$ cat src/rtl/asip_vec_pkg.sv
// -----------------------------------------------------------------------------
// asip_vec_pkg
// Shared definitions for the vector load path of the ASIP datapath.
//   - Default geometry: items per vector, item width, memory address width.
//   - Operation encoding used on op_type (scalar / vector load).
//   - Load FSM state encoding.
//   - Helper to size an item index from an item count.
// -----------------------------------------------------------------------------
package asip_vec_pkg;

   // Default geometry of a vector register image and of data memory.
   localparam int unsigned VEC_ITEMS  = 32'd20;
   localparam int unsigned ITEM_WIDTH = 32'd32;
   localparam int unsigned ADDR_WIDTH = 32'd10;

   // op_type encoding, sampled together with start.
   localparam logic OP_SCALAR = 1'b0;
   localparam logic OP_VECTOR = 1'b1;

   // Load sequencer states.
   typedef enum logic [1:0] {
      IDLE  = 2'd0,
      ISSUE = 2'd1,
      DRAIN = 2'd2,
      DONE  = 2'd3
   } vlu_state_e;

   // Width of an index that can address n items; never narrower than 1 bit.
   function automatic int unsigned idx_width(input int unsigned n);
      int unsigned w;
      if (n > 32'd1) begin
         w = $clog2(n);
      end else begin
         w = 32'd1;
      end
      return w;
   endfunction

endpackage

$ cat src/rtl/vector_item_inserter.sv
// -----------------------------------------------------------------------------
// vector_item_inserter
// Registered vector image of I items of L bits. On wr_en the item selected by
// idx is replaced by item; all other items hold. Counterpart of the item
// extractor in the write-back stage: item k lives at bits [k*L +: L].
// Ports:
//   clk      rising-edge clock
//   rst_n    asynchronous active-low clear of the whole image
//   wr_en    write strobe
//   idx      item index to overwrite (indices >= I are ignored)
//   item     new item value
//   vec_o    packed vector image, [I-1:0][L-1:0] flattened
// -----------------------------------------------------------------------------
module vector_item_inserter
   import asip_vec_pkg::*;
#(
   parameter int unsigned I     = VEC_ITEMS,
   parameter int unsigned L     = ITEM_WIDTH,
   parameter int unsigned IDX_W = idx_width(I)
) (
   input  logic               clk,
   input  logic               rst_n,
   input  logic               wr_en,
   input  logic [IDX_W-1:0]   idx,
   input  logic [L-1:0]       item,
   output logic [I*L-1:0]     vec_o
);

   logic [I-1:0][L-1:0] vec_q;

   // Per-item write: only the addressed item is replaced, the rest hold.
   always_ff @(posedge clk or negedge rst_n) begin
      if (!rst_n) begin
         vec_q <= '0;
      end else begin
         for (int k = 0; k < int'(I); k++) begin
            if (wr_en && (idx == IDX_W'(k))) begin
               vec_q[k] <= item;
            end else begin
               vec_q[k] <= vec_q[k];
            end
         end
      end
   end

   assign vec_o = vec_q;

endmodule

$ cat src/rtl/vector_load_unit.sv
// -----------------------------------------------------------------------------
// vector_load_unit
// Memory-read stage feeding result write-back. A start pulse in IDLE launches
// I sequential reads (vector op) or one read (scalar op) from base_address,
// assembles the returned words and pulses finished once the result is whole.
// Ports:
//   clk           rising-edge clock
//   rst           asynchronous active-low reset (aborts any load in flight)
//   start         one-cycle request, honoured only in IDLE
//   op_type       1 = vector load, 0 = scalar load (sampled with start)
//   base_address  first memory address (sampled with start)
//   read_data     memory data, valid the cycle after read_en
//   read_en       memory read strobe
//   read_address  memory read address, 0 whenever read_en is low
//   vector_data   assembled vector, item k at [k*L +: L]
//   scalar_data   assembled scalar
//   busy          high in every state except IDLE
//   finished      one-cycle completion pulse (DONE state)
// -----------------------------------------------------------------------------
module vector_load_unit
   import asip_vec_pkg::*;
#(
   parameter int unsigned I = VEC_ITEMS,
   parameter int unsigned L = ITEM_WIDTH,
   parameter int unsigned A = ADDR_WIDTH
) (
   input  logic             clk,
   input  logic             rst,
   input  logic             start,
   input  logic             op_type,
   input  logic [A-1:0]     base_address,
   input  logic [L-1:0]     read_data,
   output logic             read_en,
   output logic [A-1:0]     read_address,
   output logic [I*L-1:0]   vector_data,
   output logic [L-1:0]     scalar_data,
   output logic             busy,
   output logic             finished
);

   localparam int unsigned IDX_W = idx_width(I);

   // Counter value of the last issued read for each op type.
   localparam logic [A-1:0] LAST_VEC    = A'(I - 32'd1);
   localparam logic [A-1:0] LAST_SCALAR = '0;

   vlu_state_e     state_q, state_d;
   logic [A-1:0]   counter_q, counter_d;
   logic           op_q, op_d;
   logic [A-1:0]   base_q, base_d;

   logic           read_en_q, read_en_d;
   logic [A-1:0]   read_address_q, read_address_d;
   logic           busy_q, busy_d;
   logic           finished_q, finished_d;

   logic           cap_valid_q;
   logic [IDX_W-1:0] cap_idx_q;
   logic [L-1:0]   scalar_q;

   logic           last_issue_s;
   logic           vec_wr_s;

   // Last read of the op is being issued this cycle.
   always_comb begin
      if (op_q == OP_VECTOR) begin
         last_issue_s = (counter_q == LAST_VEC);
      end else begin
         last_issue_s = (counter_q == LAST_SCALAR);
      end
   end

   // State register together with the request context latched at start.
   always_ff @(posedge clk or negedge rst) begin
      if (!rst) begin
         state_q   <= IDLE;
         counter_q <= '0;
         op_q      <= OP_SCALAR;
         base_q    <= '0;
      end else begin
         state_q   <= state_d;
         counter_q <= counter_d;
         op_q      <= op_d;
         base_q    <= base_d;
      end
   end

   // Next-state logic; start outside IDLE is dropped, not queued.
   always_comb begin
      state_d   = state_q;
      counter_d = counter_q;
      op_d      = op_q;
      base_d    = base_q;
      case (state_q)
         IDLE: begin
            if (start) begin
               state_d   = ISSUE;
               counter_d = '0;
               op_d      = op_type;
               base_d    = base_address;
            end else begin
               state_d   = IDLE;
            end
         end
         ISSUE: begin
            counter_d = counter_q + {{(A-1){1'b0}}, 1'b1};
            if (last_issue_s) begin
               state_d = DRAIN;
            end else begin
               state_d = ISSUE;
            end
         end
         DRAIN: begin
            state_d = DONE;
         end
         DONE: begin
            state_d = IDLE;
         end
         default: begin
            state_d = IDLE;
         end
      endcase
   end

   // Output decode from the next state so the outputs can be registered
   // yet still line up with the state they describe.
   always_comb begin
      if (state_d == ISSUE) begin
         read_en_d = 1'b1;
         // Address wraps modulo 2^A by construction of the A-bit sum.
         read_address_d = base_d + counter_d;
      end else begin
         read_en_d      = 1'b0;
         read_address_d = '0;
      end
      busy_d     = (state_d != IDLE);
      finished_d = (state_d == DONE);
   end

   // Registered outputs.
   always_ff @(posedge clk or negedge rst) begin
      if (!rst) begin
         read_en_q      <= 1'b0;
         read_address_q <= '0;
         busy_q         <= 1'b0;
         finished_q     <= 1'b0;
      end else begin
         read_en_q      <= read_en_d;
         read_address_q <= read_address_d;
         busy_q         <= busy_d;
         finished_q     <= finished_d;
      end
   end

   // Capture pipeline: read_data belongs to the read issued one cycle earlier,
   // so the strobe and the item index are delayed by one cycle to match it.
   always_ff @(posedge clk or negedge rst) begin
      if (!rst) begin
         cap_valid_q <= 1'b0;
         cap_idx_q   <= '0;
      end else begin
         cap_valid_q <= read_en_q;
         cap_idx_q   <= counter_q[IDX_W-1:0];
      end
   end

   // Scalar result; untouched by vector ops.
   always_ff @(posedge clk or negedge rst) begin
      if (!rst) begin
         scalar_q <= '0;
      end else if (cap_valid_q && (op_q == OP_SCALAR)) begin
         scalar_q <= read_data;
      end else begin
         scalar_q <= scalar_q;
      end
   end

   assign vec_wr_s = cap_valid_q && (op_q == OP_VECTOR);

   vector_item_inserter #(
      .I     (I),
      .L     (L),
      .IDX_W (IDX_W)
   ) u_inserter (
      .clk   (clk),
      .rst_n (rst),
      .wr_en (vec_wr_s),
      .idx   (cap_idx_q),
      .item  (read_data),
      .vec_o (vector_data)
   );

   assign read_en      = read_en_q;
   assign read_address = read_address_q;
   assign scalar_data  = scalar_q;
   assign busy         = busy_q;
   assign finished     = finished_q;

endmodule

$ cat config.mk
export PLATFORM = sky130hd
export DESIGN_NAME = vector_load_unit
export DESIGN_NICKNAME = d
export VERILOG_FILES = /design/src/rtl/asip_vec_pkg.sv /design/src/rtl/vector_item_inserter.sv /design/src/rtl/vector_load_unit.sv
export SDC_FILE = /design/constraint.sdc
export NUM_CORES = 1
export LEC_CHECK = 0
export BUFFER_PORTS_ARGS = -buffer_cell sky130_fd_sc_hd__buf_2
export CORE_AREA = 2 2 281 283
export DETAILED_ROUTE_END_ITERATION = 8
export DIE_AREA = 0 0 283 285
export PLACE_DENSITY = 0.71
export SLEW_MARGIN = 15
export SYNTH_ARGS = -nofsm -noshare
export SYNTH_HDL_FRONTEND = slang
export SYNTH_HIERARCHICAL = 1
export SYNTH_SLANG_ARGS = --single-unit
export TNS_END_PERCENT = 5
$ cat constraint.sdc
create_clock -name clk -period 2.7 [get_ports clk]
set_clock_uncertainty 0.05 [all_clocks]
set_input_delay 0.54 -clock clk [delete_from_list [all_inputs] [get_ports clk]]
set_output_delay 0.54 -clock clk [all_outputs]
set_load 0.05 [all_outputs]
==> summary.txt, run 1 <==
Detailed routing
  • Router iterations before antenna repair: 5
  • WL/cell: 24.0 um
  • Drt initial violations: 920
  • ANT nets after route: 0
  • Final WL: 85500 um
  • Residual DRC: 0
  • DR vias: 17700
  • Vias per std cell: 4.96

Worst setup path
  • CP most frequent cell: mux2i_1
  • Worst Path Required: 3.19 ns
  • Worst Path Buf+Inv: 1
  • Setup crit end kind: register
  • Critical Path Start Type: register
  • Maximum fanout along the worst path: 11
  • CP Data Arrival Time: 3.11 ns
  • Path type of the worst setup path: reg2reg
  • CP peak stage delay: 0.47 ns
  • Cells along the critical path: or3b_4 > buf_4 > nand2_1 > mux2i_1 > ha_1 > nand2_2 > nor4_2 > o21a_1 > a221oi_2 > mux2i_1
  • Top delay family on crit path: simple AND/OR/NAND/NOR gates
  • Crit path max-delay cell type: dfrtp_2

Floorplan
  • Die Span X: 283 um
  • Core box area: 78000 um^2
  • Top Ports: 731
  • Initial core utilization: 35.3%
  • FP Rows: 103
  • Die span in y: 285 um
  • Die ar.: 80700 um^2

GRT
  • Global route overflow: 0
  • Met2 usage: 35.8%
  • Number of global-route vias before repair: 19000
  • First-pass GRT wire length: 125000 um
  • GRT Util Overall: 20.6%
  • Pin count of the biggest net entering global routing: 103
  • Most crowded layer after global routing: met2
  • Antenna violations before repair: 3
  • Met3 usage: 4.71%
  • Met1 usage: 24.9%

Cells and area
  • Multi-input logic area: 9040 um^2
  • Layout fillers: 6863
  • Layout net count: 2506
  • Final Instance Area: 35400 um^2
  • P&R area growth vs syn: 28.8%
  • Layout cells sized above 1: 63.2%
  • Register Area: 17900 um^2
  • Final core occ: 45.4%

Timing
  • Min Hold Slack: 0.138 ns
  • Final worst setup slack: 0.0727 ns
  • Max Freq: 381 MHz
  • Hold Vio Cnt, Final: 0
  • Worst Tran Pin Value: 0.760 ns
  • Final Cycle Share: 97.3%
  • Slew margin rel.: 49.3%
  • Tmin final: 2.63 ns
  • RSZ-0062 raised after global routing: true
  • Final setup fails: 0
  • Fin. max-slew vios: 0

Placed design
  • Dpl hpwl: 58900 um
  • DP Area: 32700 um^2
  • Routability congestion estimate: 0.861
  • Port Buffers: 730
  • Place WS: -0.186 ns

Clock network
  • TritonCTS buffer count: 77
  • Max Root-Sink Buffers: 3
  • CTS Sinks: 714
  • H-Tree Depth: 3
  • Clock slew at reported path FFs: 0.06 ns
  • CTS tree: yes
  • Clock latency on the worst-skew pair: 0.62 ns
  • CTS root buf: clkbuf_16

Synth
  • Number of synthesized flops with an enable pin: 0
  • Synth Area in Adders: 0.528%
  • Mux cell area share after synthesis: 28.2%
  • Post-synthesis instance total: 1708
  • Synth warn: 6
  • Syn Nets: 1765
  • Largest family of logic cells by synthesized area: multiplexers
  • Fraction of synthesized cell area in xor and xnor cells: 0.305%
  • Seq/Total Area, Yosys: 65.0%
  • Synth Cell Area: 27500 um^2
  • Ys async rst share: 100%
  • Number of synthesized register bits: 714
  • Synth Area in Simple Gates: 2.36%
  • Synthesized area per cell: 16.1 um^2
  • Main synth FF type: dfrtp_1
  • Synth Area in Compound Gates: 1.02%
  • Netlist cell types: 60

Run status
  • Status: complete, no violations

Worst hold path
  • Hold WC Path Type: in2reg

Job
  • Number of max-cap violations: 0
-- worst paths after layout --
kind	from	to	slack, ns	depth (start not counted)
worst min-delay path	base_address[2]	base_q[2]	0.14	3
min in group asynchronous	rst	u_inserter/vec_o[431]	0.40	2
worst max register to register	state_q[1]	read_address[9]	0.07	10
worst max-delay path	state_q[1]	read_address[9]	0.07	10
worst min register to register	read_en	cap_valid_q	0.40	0
max in group asynchronous	rst	u_inserter/vec_o[129]	1.26	3
-- registers in the layout, indices dropped and copies added (netlist names) --
name              count
base_q               10
busy                  1
cap_idx_q             5
cap_valid_q           1
counter_q            10
finished              1
op_q                  1
read_address         10
read_en               1
scalar_data          32
state_q               2
u_inserter/vec_o    640
-- cells by family after synthesis --
family                   Yosys count
AND/OR/NAND/NOR                  114
flip-flops                       714
XOR/XNOR                           8
AO/OA/AOI/OAI                     37
buffers and inverters            144
multiplexers                     680
adder cells (fa/ha/maj)           11
-- synth_stat cells, types with 3 or more instances --
cell type    n  area [um^2]
mux2_1      55          619
mux2_2     588         6620
buf_4        7         52.6
o21ai_0      3         15.0
and4bb_1     3         37.5
nand2_1     53          199
buf_2       55          275
nand2b_1     4         25.0
nor3_1       5         25.0
buf_12       3         60.1
nor2b_1      8         50.1
buf_1        3         11.3
and3_1       3         18.8
and2_1       3         18.8
a21oi_1      5         25.0
clkbuf_1    68          255
nand3_1      6         30.0
xnor2_1      5         43.8
mux2_4      30          450
ha_1        10          125
inv_1        6         22.5
mux2i_1      7         70.1
o211ai_1     3         22.5
nor2_1       9         33.8
dfrtp_1    714        17900
a21o_1       7         52.6
-- worst min-delay path: cells and delay by family --
| kind | cells | cell delay [ns] |
|---|---|---|
| buf+inv | 1 | 0.08 |
| simple gates | 2 | 0.11 |
-- cells in the final DEF (no fill, tap or decap), drive strengths merged, types with 8 or more instances in the layout --
master  synthesis  layout
nand2          53      53
inv             6      10
buf            70     799
dfrtp         714     714
mux2          673     673
nor2b           8       8
ha             10      10
nor2            9       9
clkinv          0      17
clkbuf         68     107
-- cell type report --
type	count	area share [%]
clock buffer	107	6.25
sequential	714	50.5
antenna	4	0.0283
clock inverter	34	1.24
tap	1050	3.71
timing repair buffer	800	12.7
inverter	6	0.0636
multi-input combinational	850	25.5
-- per-stage QoR --
stage | std cells | setup TNS, ns
after floorplan | 1708 | -0.0115
after global placement | 3417 | -0.184
after detailed placement | 3417 | -0.496
after CTS | 3559 | 0
after global routing | 3561 | -0.0586
final | 3565 | 0
-- routing by layer --
metal / wire [um] / vias to the layer above
met4: 2950 / 0
met3: 5080 / 164
li1: - / 7491
met5: 0 / -
met1: 34100 / 9355
met2: 43300 / 656
-- what timing repair did --
action / 4_1_cts / 5_1_grt
setup buffers: 0 / 2
endpoints found under the setup margin: 3 / 5
pin swaps: 0 / 2
hold buffers: 1 / 0
hold endpoints to repair: 23 / 0
gates resized for setup: 3 / 8
Power of run 1 is left out: the tool's default activity adds up to more than one toggle a clock period on the data nets, which glitch-free logic cannot reach.
==> run 2, diff against run 1 <==
--- a/config.mk
+++ b/config.mk
@@ -5,10 +5,11 @@
 export SDC_FILE = /design/constraint.sdc
 export NUM_CORES = 1
 export LEC_CHECK = 0
-export BUFFER_PORTS_ARGS = -buffer_cell sky130_fd_sc_hd__buf_2
+export BUFFER_PORTS_ARGS = -buffer_cell sky130_fd_sc_hd__buf_4
 export CORE_AREA = 2 2 281 283
 export DETAILED_ROUTE_END_ITERATION = 8
 export DIE_AREA = 0 0 283 285
+export HOLD_SLACK_MARGIN = 0.06
 export PLACE_DENSITY = 0.71
 export SLEW_MARGIN = 15
 export SYNTH_ARGS = -nofsm -noshare
==> run 2 against run 1 <==
Maximum frequency decreased by 0.12%; die area stayed put; final cell count barely moved; register-to-register slack barely moved; setup slack worse by 0.0031 ns; flip-flop and latch count unchanged; critical path depth stayed put; largest cell class unchanged.
==> summary.txt, run 2 (synthesis results as in run 1) <==
Run status
  • Status: complete, no violations

Timing
  • Min Hold Slack: 0.109 ns
  • RSZ-0062 raised after global routing: true
  • Fin. max-slew vios: 0
  • Tmin final: 2.63 ns
  • Final setup fails: 0
  • Final Cycle Share: 97.4%
  • Final worst setup slack: 0.0696 ns
  • Slew margin rel.: 52.5%
  • Max Freq: 380 MHz
  • Hold Vio Cnt, Final: 0
  • Worst Tran Pin Value: 0.713 ns

Cells and area
  • Layout net count: 2510
  • Commonest non-fill, non-tap cell in the layout: buf_4
  • Layout cells sized above 1: 63.2%
  • # diodes: 0
  • Most frequent cells in the layout: 773 x buf_4, 711 x dfrtp_1, 588 x mux2_2, 77 x clkbuf_16, 55 x mux2_1
  • Final Non-Filler Cells: 3563
  • P&R area growth vs syn: 35.5%
  • Max reg flops: 640

Placed design
  • Dpl cells: 3418
  • Routability congestion estimate: 0.868
  • Place WS: -0.225 ns
  • Dpl hpwl: 59800 um
  • Port Buffers: 730

Job
  • Number of max-cap violations: 0

GRT
  • GRT Util Overall: 21.1%
  • Number of global-route vias before repair: 18900
  • Global route overflow: 0
  • Pin count of the biggest net entering global routing: 79
  • First-pass GRT wire length: 127000 um
  • Antenna violations before repair: 5

Detailed routing
  • Vias per std cell: 4.98
  • Router iterations before antenna repair: 5
  • DR vias: 17700
  • Drt initial violations: 989
  • ANT nets after route: 0
  • Residual DRC: 0
  • WL/cell: 24.5 um
  • Final WL: 87200 um

Worst setup path
  • CP most frequent cell: mux2i_1
  • Worst Path Required: 3.18 ns
  • Path type of the worst setup path: reg2reg
  • Top delay family on crit path: simple AND/OR/NAND/NOR gates
  • Worst Path Buf+Inv: 1
  • Crit path max-delay cell type: dfrtp_2
  • CP peak stage delay: 0.46 ns
  • CP Data Arrival Time: 3.11 ns
  • Critical Path Start Type: register
  • Setup crit end kind: register
  • Cells along the critical path: or3b_4 > buf_4 > nand2_1 > mux2i_1 > ha_1 > nand2_2 > nor4_2 > o21a_1 > a221oi_2 > mux2i_1
  • Maximum fanout along the worst path: 11

Floorplan
  • Die Span X: 283 um
  • Die ar.: 80700 um^2
  • Initial core utilization: 35.3%
  • Core box area: 78000 um^2
  • FP Rows: 103
  • Top Ports: 731
  • Die span in y: 285 um

Clock network
  • CTS tree: yes
  • TritonCTS buffer count: 76
  • CTS Sinks: 714
  • Clock slew at reported path FFs: 0.06 ns
  • H-Tree Depth: 3
  • Clock latency on the worst-skew pair: 0.61 ns
  • Max Root-Sink Buffers: 3
  • CTS root buf: clkbuf_16

Worst hold path
  • Hold WC Path Type: in2reg
run 2: through the flow:
step	cell area, um^2	utilization [%]	TNS (ns)
after floorplan	27500	-	-0.0115
after global placement	34500	44.3	-0.226
after detailed placement	34500	44.3	-0.543
after CTS	37200	47.7	0
after global routing	37300	47.8	-0.0532
final	37300	47.8	0
run 2: timing repair:
action	in CTS	in global routing
setup buffers	0	5
resized for setup	1	13
endpoints found under the setup margin	2	4
endpoints found under the hold margin	42	0
pin swaps	0	6
hold buffers	2	0
run 2: final cells by class:
class | count | area, um^2
fill | 6689 | 40700
sequential | 714 | 17900
multi-input combinational | 850 | 9030
timing repair buffer | 805 | 6380
clock buffer | 101 | 2130
tap | 1050 | 1310
clock inverter | 37 | 502
inverter | 6 | 22.5
run 2: worst paths after layout:
kind / startpoint / endpoint / slack [ns] / cells past startpoint
setup / recovery: state_q[1] / read_address[9] / 0.07 / 10
hold / removal: base_address[8] / base_q[8] / 0.11 / 3
setup reg to reg: state_q[1] / read_address[9] / 0.07 / 10
hold reg to reg: read_en / cap_valid_q / 0.36 / 0
max in group asynchronous: rst / u_inserter/vec_o[167] / 1.29 / 3
min in group asynchronous: rst / u_inserter/vec_o[368] / 0.48 / 2
run 2: tightest hold or removal path, stage by stage:
cell	delay, ns
buf_4	0.08
nand2_1	0.04
nand2_1	0.07
run 2: per-layer routing:
layer	GRT usage, %	share of wire, %	vias up
met1	24.6	39	9340
met2	36.4	50	720
met5	0	0	-
met3	5.22	6.4	200
met4	9.75	4.6	0
li1	-	-	7479
Power of run 2 is left out for the same reason.
==> run 3, diff against run 2 <==
--- a/config.mk
+++ b/config.mk
@@ -6,11 +6,14 @@
 export NUM_CORES = 1
 export LEC_CHECK = 0
 export BUFFER_PORTS_ARGS = -buffer_cell sky130_fd_sc_hd__buf_4
-export CORE_AREA = 2 2 281 283
+export CELL_PAD_IN_SITES_DETAIL_PLACEMENT = 2
+export CELL_PAD_IN_SITES_GLOBAL_PLACEMENT = 2
+export CORE_ASPECT_RATIO = 1.75
+export CORE_MARGIN = 2
+export CORE_UTILIZATION = 33
 export DETAILED_ROUTE_END_ITERATION = 8
-export DIE_AREA = 0 0 283 285
 export HOLD_SLACK_MARGIN = 0.06
-export PLACE_DENSITY = 0.71
+export PLACE_DENSITY = 0.87
 export SLEW_MARGIN = 15
 export SYNTH_ARGS = -nofsm -noshare
 export SYNTH_HDL_FRONTEND = slang
==> run 3 against run 2 <==
The run now ends with negative setup slack left; routed wire length rose by 38%; sequential share of layout area down 0.35 points; non-clock buffer count increased by 32; core utilization fell by 2.5 points; register-to-register slack lost 0.29 ns; via count up 5.7%; global-route usage is 6.5 points higher; setup slack got worse by 0.29 ns; final cell count is 1.1% higher; critical path depth is 1 higher.
==> summary.txt, run 3 (synthesis results as in run 1) <==
Timing
  • RSZ-0062 raised after global routing: true
  • Fin. max-slew vios: 0
  • Final Cycle Share: 108%
  • Max Freq: 343 MHz
  • Final worst setup slack: -0.220 ns
  • Worst Tran Pin Value: 0.790 ns
  • Slew margin rel.: 45.8%
  • Hold Vio Cnt, Final: 0
  • Min Hold Slack: 0.115 ns
  • Tmin final: 2.92 ns
  • Final setup fails: 5

Clock network
  • CTS tree: yes
  • Max Root-Sink Buffers: 3
  • TritonCTS buffer count: 70
  • CTS Sinks: 714
  • CTS root buf: clkbuf_16
  • Clock latency on the worst-skew pair: 0.69 ns
  • H-Tree Depth: 3
  • Clock slew at reported path FFs: 0.07 ns

Worst hold path
  • Hold Crit Depth: 3
  • Hold WC Path Type: in2reg
  • Worst Hold End: base_q[2]
  • Hold_sp: base_address[2]

Cells and area
  • Max reg flops: 640
  • Most frequent cells in the layout: 802 x buf_4, 710 x dfrtp_1, 588 x mux2_2, 70 x clkbuf_16, 55 x mux2_1
  • Layout net count: 2536
  • Layout cells sized above 1: 64.5%
  • P&R area growth vs syn: 36.5%
  • Commonest non-fill, non-tap cell in the layout: buf_4

Worst setup path
  • CP peak stage delay: 0.45 ns
  • Crit path max-delay cell type: dfrtp_2
  • Capturing point of the worst reg2reg path: read_address[9]
  • Setup crit end kind: register
  • R2r worst-path depth: 11
  • Worst Path Required: 3.25 ns
  • Maximum fanout along the worst path: 4
  • FF-to-FF setup slack: -0.22 ns
  • Critical Path Start Type: register
  • CP Data Arrival Time: 3.47 ns
  • Cells along the critical path: buf_6 > nor2b_2 > and3_4 > nand4_1 > mux2i_2 > ha_4 > nand2_4 > nor4_4 > o21a_1 > a221oi_2 > mux2i_1
  • Path type of the worst setup path: reg2reg
  • Worst R2R Start: state_q[1]

Floorplan
  • Die span in y: 386 um
  • Die Span X: 222 um
  • Die ar.: 85700 um^2
  • Initial core utilization: 33.2%
  • Top Ports: 731
  • Core box area: 82900 um^2
  • FP Rows: 140

GRT
  • Pin count of the biggest net entering global routing: 72
  • First-pass GRT wire length: 170000 um
  • Antenna violations before repair: 2
  • Number of global-route vias before repair: 22100
  • Global route overflow: 0
  • GRT Util Overall: 27.6%

Detailed routing
  • ANT nets after route: 0
  • Final WL: 120000 um
  • Residual DRC: 0
  • Vias per std cell: 5.21
  • DR vias: 18800
  • Router iterations before antenna repair: 5
  • Drt initial violations: 930
  • WL/cell: 33.3 um

Job
  • Number of max-cap violations: 0

Placed design
  • Routability congestion estimate: 0.845
  • Port Buffers: 730
  • Dpl hpwl: 76900 um

Run status
  • Failing checks: negative setup slack
  • Status: finished, violations left
-- run 3: changes by cell type in the layout (fill, tap and decap cells not counted), moves of 6 or more --
cell	delta
ha_1	-7
bufinv_16	-6
clkinv_2	-16
buf_4	+29
clkbuf_8	+9
nand2_1	-7
clkbuf_16	-7
-- run 3: layer usage --
layer	wire (um)	track usage [%]	vias to the layer above
li1	-	-	7515
met1	41800	28.9	10100
met2	65300	51.7	823
met3	6190	5.22	272
met4	6720	15.2	0
met5	0	0	-
-- run 3: area by class of cell --
cell class                 instances  area, um^2
inverter                           6        22.5
clock inverter                    19         302
fill                            7819       45300
tap                             1065        1330
sequential                       714       17900
timing repair buffer             837        6620
multi-input combinational        850        9280
antenna                            4        10.0
clock buffer                     108        2090
-- run 3: critical path, delay by kind of cell (launching register included) --
| family | cells | cell delay [ns] |
|---|---|---|
| muxes | 2 | 0.64 |
| AOI/OAI and AO/OA | 2 | 0.58 |
| and+or+nand+nor | 5 | 0.69 |
| DFF | 1 | 0.45 |
| buffers and inverters | 1 | 0.13 |
| adders and majority gates | 1 | 0.28 |
-- run 3: worst max path at each step --
stage	cells past startpoint	slack [ns]	startpoint	to
CTS	9	0.0007	state_q[0]	read_address[9]
detailed placement	11	-0.37	start	read_address[8]
floorplan	12	-0.007	start	read_address[9]
finish	11	-0.22	state_q[1]	read_address[9]
global route	11	-0.25	state_q[1]	read_address[9]
global placement	11	-0.15	start	read_address[9]
-- run 3: repair_timing --
action                                  CTS  global route
endpoints found under the setup margin    6             8
pin swaps                                19            11
resized for setup                        42            21
hold buffers                              6             0
hold endpoints to repair                 42             0
setup buffers                            15             6
-- run 3: per-stage QoR --
step	TNS, ns	setup WS [ns]	cells	utilization [%]	instance area, um^2
floorplan	-0.0115	-0.00706	1708	-	27500
global placement	-0.391	-0.151	3445	41.8	34600
detailed placement	-1.42	-0.372	3445	41.8	34600
CTS	0	0.000675	3593	45.1	37400
global route	-0.848	-0.246	3599	45.3	37500
finish	-0.597	-0.220	3603	45.3	37500
Power of run 3 is left out for the same reason.
